**src/rtl/ci_pkg.sv**
```systemverilog
// -----------------------------------------------------------------------------
// ci_pkg
// Shared types and constants for the custom-instruction accumulate master.
//   ci_state_e        : burst sequencer states
//   CI_DATAB_RESTART  : datab bit that tells the accelerator to restart its sum
//   CI_PIPE_LATENCY   : default accelerator depth in enabled cycles
//   CI_PAD_VALUE      : default flush sample (contributes zero to the sum)
//   ci_datab_word()   : builds the datab word from the restart flag
// -----------------------------------------------------------------------------
package ci_pkg;

    typedef enum logic [1:0] {
        IDLE   = 2'd0,
        ISSUE  = 2'd1,
        DRAIN  = 2'd2,
        RESULT = 2'd3
    } ci_state_e;

    localparam int          CI_DATAB_RESTART = 0;
    localparam int          CI_PIPE_LATENCY  = 15;
    localparam logic [31:0] CI_PAD_VALUE     = 32'h0000_0000;

    // Only the restart bit is meaningful; every other datab bit is zero.
    function automatic logic [31:0] ci_datab_word(input logic restart);
        logic [31:0] word;
        word                   = '0;
        word[CI_DATAB_RESTART] = restart;
        return word;
    endfunction

endpackage

```
**src/rtl/ci_burst_master_if.sv**
```systemverilog
// -----------------------------------------------------------------------------
// ci_burst_master_if
// Custom-instruction bus between the burst master and the accumulate
// accelerator.
//   ci_start   : instruction start            (master -> accelerator)
//   ci_clk_en  : accelerator pipeline enable  (master -> accelerator)
//   ci_dataa   : sample or pad value          (master -> accelerator)
//   ci_datab   : bit0 restart, rest zero      (master -> accelerator)
//   ci_result  : running accumulated result   (accelerator -> master)
//   ci_done    : accelerator done             (accelerator -> master)
// -----------------------------------------------------------------------------
interface ci_burst_master_if;

    logic        ci_start;
    logic        ci_clk_en;
    logic [31:0] ci_dataa;
    logic [31:0] ci_datab;
    logic [31:0] ci_result;
    logic        ci_done;

    modport master (
        output ci_start,
        output ci_clk_en,
        output ci_dataa,
        output ci_datab,
        input  ci_result,
        input  ci_done
    );

    modport slave (
        input  ci_start,
        input  ci_clk_en,
        input  ci_dataa,
        input  ci_datab,
        output ci_result,
        output ci_done
    );

endinterface

```
**src/rtl/ci_drain_counter.sv**
```systemverilog
// -----------------------------------------------------------------------------
// ci_drain_counter
// Loadable down-counter with a zero flag. Saturates at zero so a stray
// decrement can never wrap.
//   clock, reset : clock and synchronous active-high reset (count -> 0)
//   load         : load load_value (has priority over dec)
//   load_value   : value to load
//   dec          : decrement by one when non-zero
//   zero         : count is zero
// -----------------------------------------------------------------------------
module ci_drain_counter #(
    parameter int WIDTH = 16
) (
    input  logic             clock,
    input  logic             reset,
    input  logic             load,
    input  logic [WIDTH-1:0] load_value,
    input  logic             dec,
    output logic             zero
);

    logic [WIDTH-1:0] count;

    always_ff @(posedge clock) begin
        if (reset) begin
            count <= '0;
        end else if (load) begin
            count <= load_value;
        end else if (dec && (count != '0)) begin
            count <= count - WIDTH'(1);
        end
    end

    assign zero = (count == '0);

endmodule

```
**src/rtl/ci_burst_master.sv**
```systemverilog
// -----------------------------------------------------------------------------
// ci_burst_master
// Initiator for the pipelined accumulate accelerator. Per command it issues
// cmd_count samples from the source back-to-back (first one flagged as a
// restart), flushes the accelerator with PIPE_LATENCY pad samples and then
// holds the final accumulated value until the consumer accepts it.
//   clock, reset          : clock, synchronous active-high reset
//   cmd_valid/cmd_count   : burst request and sample count
//   cmd_ready             : high while idle
//   src_data/src_valid    : streaming sample source
//   src_ready             : sample consumed this cycle
//   ci_bus (master)       : custom-instruction bus to the accelerator
//   res_data/res_valid    : captured burst result, held until res_ready
//   res_ready             : result consumer accept
//   err_proto             : sticky, accelerator not done on a start cycle
// -----------------------------------------------------------------------------
module ci_burst_master
    import ci_pkg::*;
#(
    parameter int          PIPE_LATENCY = CI_PIPE_LATENCY,
    parameter logic [31:0] PAD_VALUE    = CI_PAD_VALUE,
    parameter int          CNT_W        = 16
) (
    input  logic                     clock,
    input  logic                     reset,
    input  logic                     cmd_valid,
    input  logic [CNT_W-1:0]         cmd_count,
    output logic                     cmd_ready,
    input  logic [31:0]              src_data,
    input  logic                     src_valid,
    output logic                     src_ready,
    ci_burst_master_if.master        ci_bus,
    output logic [31:0]              res_data,
    output logic                     res_valid,
    input  logic                     res_ready,
    output logic                     err_proto
);

    ci_state_e state;
    logic      first_flag;
    logic      accept;
    logic      issue;
    logic      drain_step;
    logic      samp_zero;
    logic      drain_zero;

    assign accept     = (state == IDLE) && cmd_ready && cmd_valid && (cmd_count != '0);
    assign issue      = (state == ISSUE) && src_valid;
    assign drain_step = (state == DRAIN) && !drain_zero;

    // Combinational so the source sees the consume in the same cycle it offers
    // a sample; masked during reset because that edge discards the sample.
    assign src_ready = issue && !reset;

    // Loaded with count-1 so the zero flag marks the issue of the last sample.
    ci_drain_counter #(.WIDTH(CNT_W)) u_samp_cnt (
        .clock      (clock),
        .reset      (reset),
        .load       (accept),
        .load_value (cmd_count - CNT_W'(1)),
        .dec        (issue),
        .zero       (samp_zero)
    );

    // Loaded on the last issue; one pad per non-zero count, capture at zero.
    ci_drain_counter #(.WIDTH(CNT_W)) u_drain_cnt (
        .clock      (clock),
        .reset      (reset),
        .load       (issue && samp_zero),
        .load_value (CNT_W'(PIPE_LATENCY)),
        .dec        (drain_step),
        .zero       (drain_zero)
    );

    always_ff @(posedge clock) begin
        if (reset) begin
            state            <= IDLE;
            first_flag       <= 1'b0;
            cmd_ready        <= 1'b0;
            ci_bus.ci_start  <= 1'b0;
            ci_bus.ci_clk_en <= 1'b0;
            ci_bus.ci_dataa  <= '0;
            ci_bus.ci_datab  <= '0;
            res_data         <= '0;
            res_valid        <= 1'b0;
            err_proto        <= 1'b0;
        end else begin
            if (ci_bus.ci_start && !ci_bus.ci_done) begin
                err_proto <= 1'b1;
            end

            case (state)
                IDLE: begin
                    cmd_ready <= 1'b1;
                    if (accept) begin
                        first_flag <= 1'b1;
                        cmd_ready  <= 1'b0;
                        state      <= ISSUE;
                    end
                end

                ISSUE: begin
                    // A stall freezes the accelerator; dataa/datab keep their value.
                    ci_bus.ci_start  <= src_valid;
                    ci_bus.ci_clk_en <= src_valid;
                    if (src_valid) begin
                        ci_bus.ci_dataa <= src_data;
                        ci_bus.ci_datab <= ci_datab_word(first_flag);
                        first_flag      <= 1'b0;
                        if (samp_zero) begin
                            state <= DRAIN;
                        end
                    end
                end

                DRAIN: begin
                    if (drain_zero) begin
                        // The last pad is still on the bus; ci_result already
                        // includes the final real sample.
                        res_data         <= ci_bus.ci_result;
                        res_valid        <= 1'b1;
                        ci_bus.ci_start  <= 1'b0;
                        ci_bus.ci_clk_en <= 1'b0;
                        state            <= RESULT;
                    end else begin
                        ci_bus.ci_start  <= 1'b1;
                        ci_bus.ci_clk_en <= 1'b1;
                        ci_bus.ci_dataa  <= PAD_VALUE;
                        ci_bus.ci_datab  <= '0;
                    end
                end

                RESULT: begin
                    if (res_ready) begin
                        res_valid <= 1'b0;
                        cmd_ready <= 1'b1;
                        state     <= IDLE;
                    end
                end

                default: state <= IDLE;
            endcase
        end
    end

endmodule

```
**src/flat_wrapper.sv**
```systemverilog
// flat-port wrapper written by rule: the top's interface ports become plain ports
module ci_burst_master_flat import ci_pkg::*;
#(
    parameter int          PIPE_LATENCY = CI_PIPE_LATENCY,
    parameter logic [31:0] PAD_VALUE    = CI_PAD_VALUE,
    parameter int          CNT_W        = 16
)
  (clock, reset, cmd_valid, cmd_count, cmd_ready, src_data, src_valid, src_ready, res_data, res_valid, res_ready, err_proto, ci_bus_ci_start, ci_bus_ci_clk_en, ci_bus_ci_dataa, ci_bus_ci_datab, ci_bus_ci_result, ci_bus_ci_done);
  ci_burst_master_if ci_bus_i ();
  input  logic clock;
  input  logic reset;
  input  logic cmd_valid;
  input  logic [CNT_W-1:0] cmd_count;
  output logic cmd_ready;
  input  logic [31:0] src_data;
  input  logic src_valid;
  output logic src_ready;
  output logic [31:0] res_data;
  output logic res_valid;
  input  logic res_ready;
  output logic err_proto;
  output wire logic [$bits(ci_bus_i.ci_start)-1:0] ci_bus_ci_start;
  output wire logic [$bits(ci_bus_i.ci_clk_en)-1:0] ci_bus_ci_clk_en;
  output wire logic [$bits(ci_bus_i.ci_dataa)-1:0] ci_bus_ci_dataa;
  output wire logic [$bits(ci_bus_i.ci_datab)-1:0] ci_bus_ci_datab;
  input wire logic [$bits(ci_bus_i.ci_result)-1:0] ci_bus_ci_result;
  input wire logic [$bits(ci_bus_i.ci_done)-1:0] ci_bus_ci_done;
  assign ci_bus_ci_start = ci_bus_i.ci_start;
  assign ci_bus_ci_clk_en = ci_bus_i.ci_clk_en;
  assign ci_bus_ci_dataa = ci_bus_i.ci_dataa;
  assign ci_bus_ci_datab = ci_bus_i.ci_datab;
  assign ci_bus_i.ci_result = ci_bus_ci_result;
  assign ci_bus_i.ci_done = ci_bus_ci_done;
  ci_burst_master #(.PIPE_LATENCY(PIPE_LATENCY), .PAD_VALUE(PAD_VALUE), .CNT_W(CNT_W)) u_core (.clock(clock), .reset(reset), .cmd_valid(cmd_valid), .cmd_count(cmd_count), .cmd_ready(cmd_ready), .src_data(src_data), .src_valid(src_valid), .src_ready(src_ready), .ci_bus(ci_bus_i), .res_data(res_data), .res_valid(res_valid), .res_ready(res_ready), .err_proto(err_proto));
endmodule
```
**config.mk**
```make
export PLATFORM = sky130hd
export DESIGN_NAME = ci_burst_master_flat
export DESIGN_NICKNAME = d
export VERILOG_FILES = /design/src/rtl/ci_pkg.sv /design/src/rtl/ci_burst_master_if.sv /design/src/rtl/ci_drain_counter.sv /design/src/rtl/ci_burst_master.sv /design/src/flat_wrapper.sv
export SDC_FILE = /design/constraint.sdc
export NUM_CORES = 1
export LEC_CHECK = 0
export ABC_AREA = 1
export CORE_ASPECT_RATIO = 0.6
export CORE_MARGIN = 3
export CORE_UTILIZATION = 50
export CTS_BUF_LIST = sky130_fd_sc_hd__clkbuf_8
export CTS_CLUSTER_DIAMETER = 100
export DETAILED_ROUTE_END_ITERATION = 8
export PLACE_DENSITY = 0.95
export SLEW_MARGIN = 5
export SYNTH_ARGS = -nofsm -noshare
export SYNTH_HDL_FRONTEND = slang
export SYNTH_SLANG_ARGS = --single-unit
```
**constraint.sdc**
```tcl
create_clock -name clock -period 6.8 [get_ports clock]
set_clock_uncertainty 0.2 [all_clocks]
set_input_delay 1.36 -clock clock [delete_from_list [all_inputs] [get_ports clock]]
set_output_delay 1.36 -clock clock [all_outputs]
set_load 0.05 [all_outputs]
```
==> results.yml <==
run_status:
  status: "finished clean"
cells_and_area:
  drive_above_1_share_pct: 6.44
  insertedDiodeCount: 0
  design_area_mm2: 0.00698
  fin_util_pct: 69.2
  fin_nets: 989
  syn2layout_area_growth_pct: 31.8
power:
  clkPwrFrac_pct: 12.7
  power_density_mw_per_mm2: 490
  combPwrFrac_pct: 61.1
  internal_power_mw: 1.66
  leakage_nw: 2.93
  p_sw_mw: 1.76
  peakVddDrop_uv: 240
  power_frac_seq_pct: 26.2
  swShare_pct: 51.5
  power.total_mw: 3.42
global_routing:
  grt_pass1_vias: 4741
  overflow: 0
  grt_util_all_layers_pct: 22.7
  grt_max_degree: 66
  grt_pass1_wl_um: 22400
  antenna_found_initial: 0
drt:
  wl_per_cell_um: 13.3
  drc: 0
  drt_first_iter_violations: 357
  wl_um: 13800
  drtAntennaViolNets: 0
  firstDrtPassIters: 5
  routed_via_density: 5.03
  vias: 5214
setup_path:
  cp_slowest_stage_delay_ns: 0.71
  cpMostUsedCell: "clkdlybuf4s50_1"
  cp_cell_sequence: "clkdlybuf4s50_1 > buf_4 > nor2_1 > clkdlybuf4s50_1"
  slowest_stage: "clkdlybuf4s50_1"
  rr_startpoint: "u_core.state[0]"
  r2r_end: "u_core.ci_bus.ci_dataa[28]"
  r2r_cells: 8
  rrSetupSlack_ns: 3.08
  cp.required_ns: 5.24
  cp.arrival_ns: 3.03
  end_kind: "output pin"
  criticalPathCategory: "in2out"
  critPathLaunchType: "input pin"
  crit_fanout: 43
worst_hold_path:
  holdPathStages: 2
  min_to: "u_core.res_data[2]"
  hold_path.class: "reg2reg"
  holdCritStartpoint: "u_core.res_data[2]"
placement:
  dp_hpwl_um: 10300
  portBuffers: 156
  place_congestion: 0.977
  placed_area_mm2: 0.00676
logic_synthesis:
  synth_compound_area_share_pct: 15.5
  synth-seq-cells: 104
  ys.flop_type: "dfxtp_1"
  syn_avg_cell_area_um2: 6.94
  ys_types: 37
  yosysSeqAreaShare_pct: 39.3
  syn_area_mm2: 0.00530
  synth_cells: 763
  synth_edf_count: 0
  synth-simple-area-share_pct: 28.8
  synth_top_family_by_area: "simple AND/OR/NAND/NOR gates"
  synth-adder-area-share_pct: 1.65
  synthArstFlopShare_pct: 0
  yosysWarnings: 0
  synth_mux_area_share_pct: 0
  synth_xor_area_share_pct: 0.165
sta:
  rsz0062_at_grt: "false"
  fmax_mhz: 218
  timing.hold.ws_ns: 0.248
  tightest_slew_ns: 1.03
  relSlewSlack_pct: 30.8
  fin_crit_sh_pct: 67.5
  finalHoldViolations: 0
  drv_slew: 0
  finalSetupViolCount: 0
  min_period_ns: 4.59
  setup-tns-final_ns: 0
die:
  die_h_um: 85.7
  io_pins: 188
  initial_core_util_pct: 52.5
  core.rowCount: 28
  die_w_um: 139
  fp.dieArea_mm2: 0.0119
  coreArea_mm2: 0.0101
clock_network:
  path_clk_slew_ns: 0.10
  clock_latency_ns: 0.37
  cts_sinks: 104
  htree_levels: 3
  cts_buffers: 9
  cts_resized: 0
  root_buffer: "clkbuf_8"
  cts_setup_buffers: 0
  ctsHoldBuffers: 0
  cts_tree: "built"
  cts_max_path_buffers: 2
run:
  drv_cap: 0
-- sequential cells by signal (all words and copies together) (netlist names) --
register,cells
u_core.cmd_ready,1
u_core.u_samp_cnt.count,16
u_core.ci_bus.ci_dataa,32
u_core.first_flag,1
u_core.err_proto,1
u_core.state,2
u_core.res_data,32
u_core.ci_bus.ci_start,1
u_core.u_drain_cnt.count,16
u_core.ci_bus.ci_datab,1
u_core.res_valid,1
-- layer usage --
| layer | GRT usage, % | share of wire, % | up-vias |
|---|---|---|---|
| li1 | - | - | 2665 |
| met1 | 30.1 | 45 | 2321 |
| met2 | 34.7 | 43 | 206 |
| met3 | 9.14 | 10 | 22 |
| met4 | 5.86 | 1.7 | 0 |
| met5 | 0 | 0 | - |
-- stage by stage --
step	setup WS [ns]	instances
after floorplan	2.87	793
after global placement	2.22	1020
after detailed placement	2.22	1020
after CTS	2.21	1036
after global routing	2.13	1036
final	2.21	1036
-- power by group through the flow --
stage / combinational (mW) / clock [mW] / sequential [mW]
3_5_place_dp: 2.06 / 0 / 0.907
5_1_grt: 2.30 / 0.464 / 0.917
4_1_cts: 2.08 / 0.439 / 0.896
2_1_floorplan: 1.22 / 0 / 1.25
3_3_place_gp: 2.02 / 0 / 0.899
6_report: 2.09 / 0.432 / 0.896
-- critical path: cells and delay by family --
family / cells / cell delay [ns]
simple gates: 1 / 0.09
buf+inv: 3 / 1.56
-- layout by cell type (no fill, tap or decap), types with 2 or more instances in the layout --
master           synthesis  final
nand2_4                  4      4
clkdlybuf4s50_1          0    156
a31oi_1                  4      4
o21ai_0                 57     57
conb_1                   1     31
nor2_2                  11     11
nor2_1                  57     57
nor3_1                   5      5
inv_6                    0      3
inv_1                   94     94
o211ai_1                 2      2
nor2_4                   3      3
nand2_1                139    138
nor3b_1                  2      2
ha_1                     7      7
buf_4                   33      3
nand3_1                 74     74
o21a_1                   2      2
clkbuf_8                 0      9
nand3b_1                 8      8
a21oi_1                 88     87
o21ai_2                  2      2
dfxtp_1                104    104
bufinv_16                0      2
nand2_2                 12     13
or2_2                    2      2
nand3_2                  2      2
nand4_1                  7      7
-- area by class of cell --
type	count	area, µm²
Clock inverter	7	98.8
Fill cell	828	3110
Timing Repair Buffer	159	1580
Sequential cell	104	2080
Clock buffer	9	124
Inverter	96	360
Multi-Input combinational cell	526	2560
Tap cell	135	169
-- cell usage after synthesis, drive strengths merged (3+ instances only) --
cell | n | area, µm²
nor2 | 71 | 317
nand4 | 7 | 43.8
clkbuf | 23 | 86.3
nand3 | 76 | 390
nor3 | 5 | 25.0
or2 | 3 | 18.8
buf | 44 | 325
a21oi | 88 | 440
nand2 | 155 | 642
nand3b | 8 | 60.1
inv | 95 | 357
o21ai | 60 | 308
ha | 7 | 87.6
a31oi | 4 | 25.0
dfxtp | 104 | 2080
-- worst max-delay path by stage --
stage,start,endpoint,slack [ns],cells after the start
after floorplan,reset,src_ready,2.87,3
after global placement,reset,src_ready,2.22,4
after detailed placement,reset,src_ready,2.22,4
after CTS,reset,src_ready,2.21,4
after global routing,reset,src_ready,2.13,4
final,reset,src_ready,2.21,4
-- kinds of logic (layout without fill, tap and decap cells) --
kind of cell,Yosys count,after routing
xor+xnor,1,1
compound gates,158,158
buf+inv,163,271
flops,104,104
simple gates,329,329
fa+ha+maj,7,7
other cells,1,31
(Power assumes the default switching activity.)
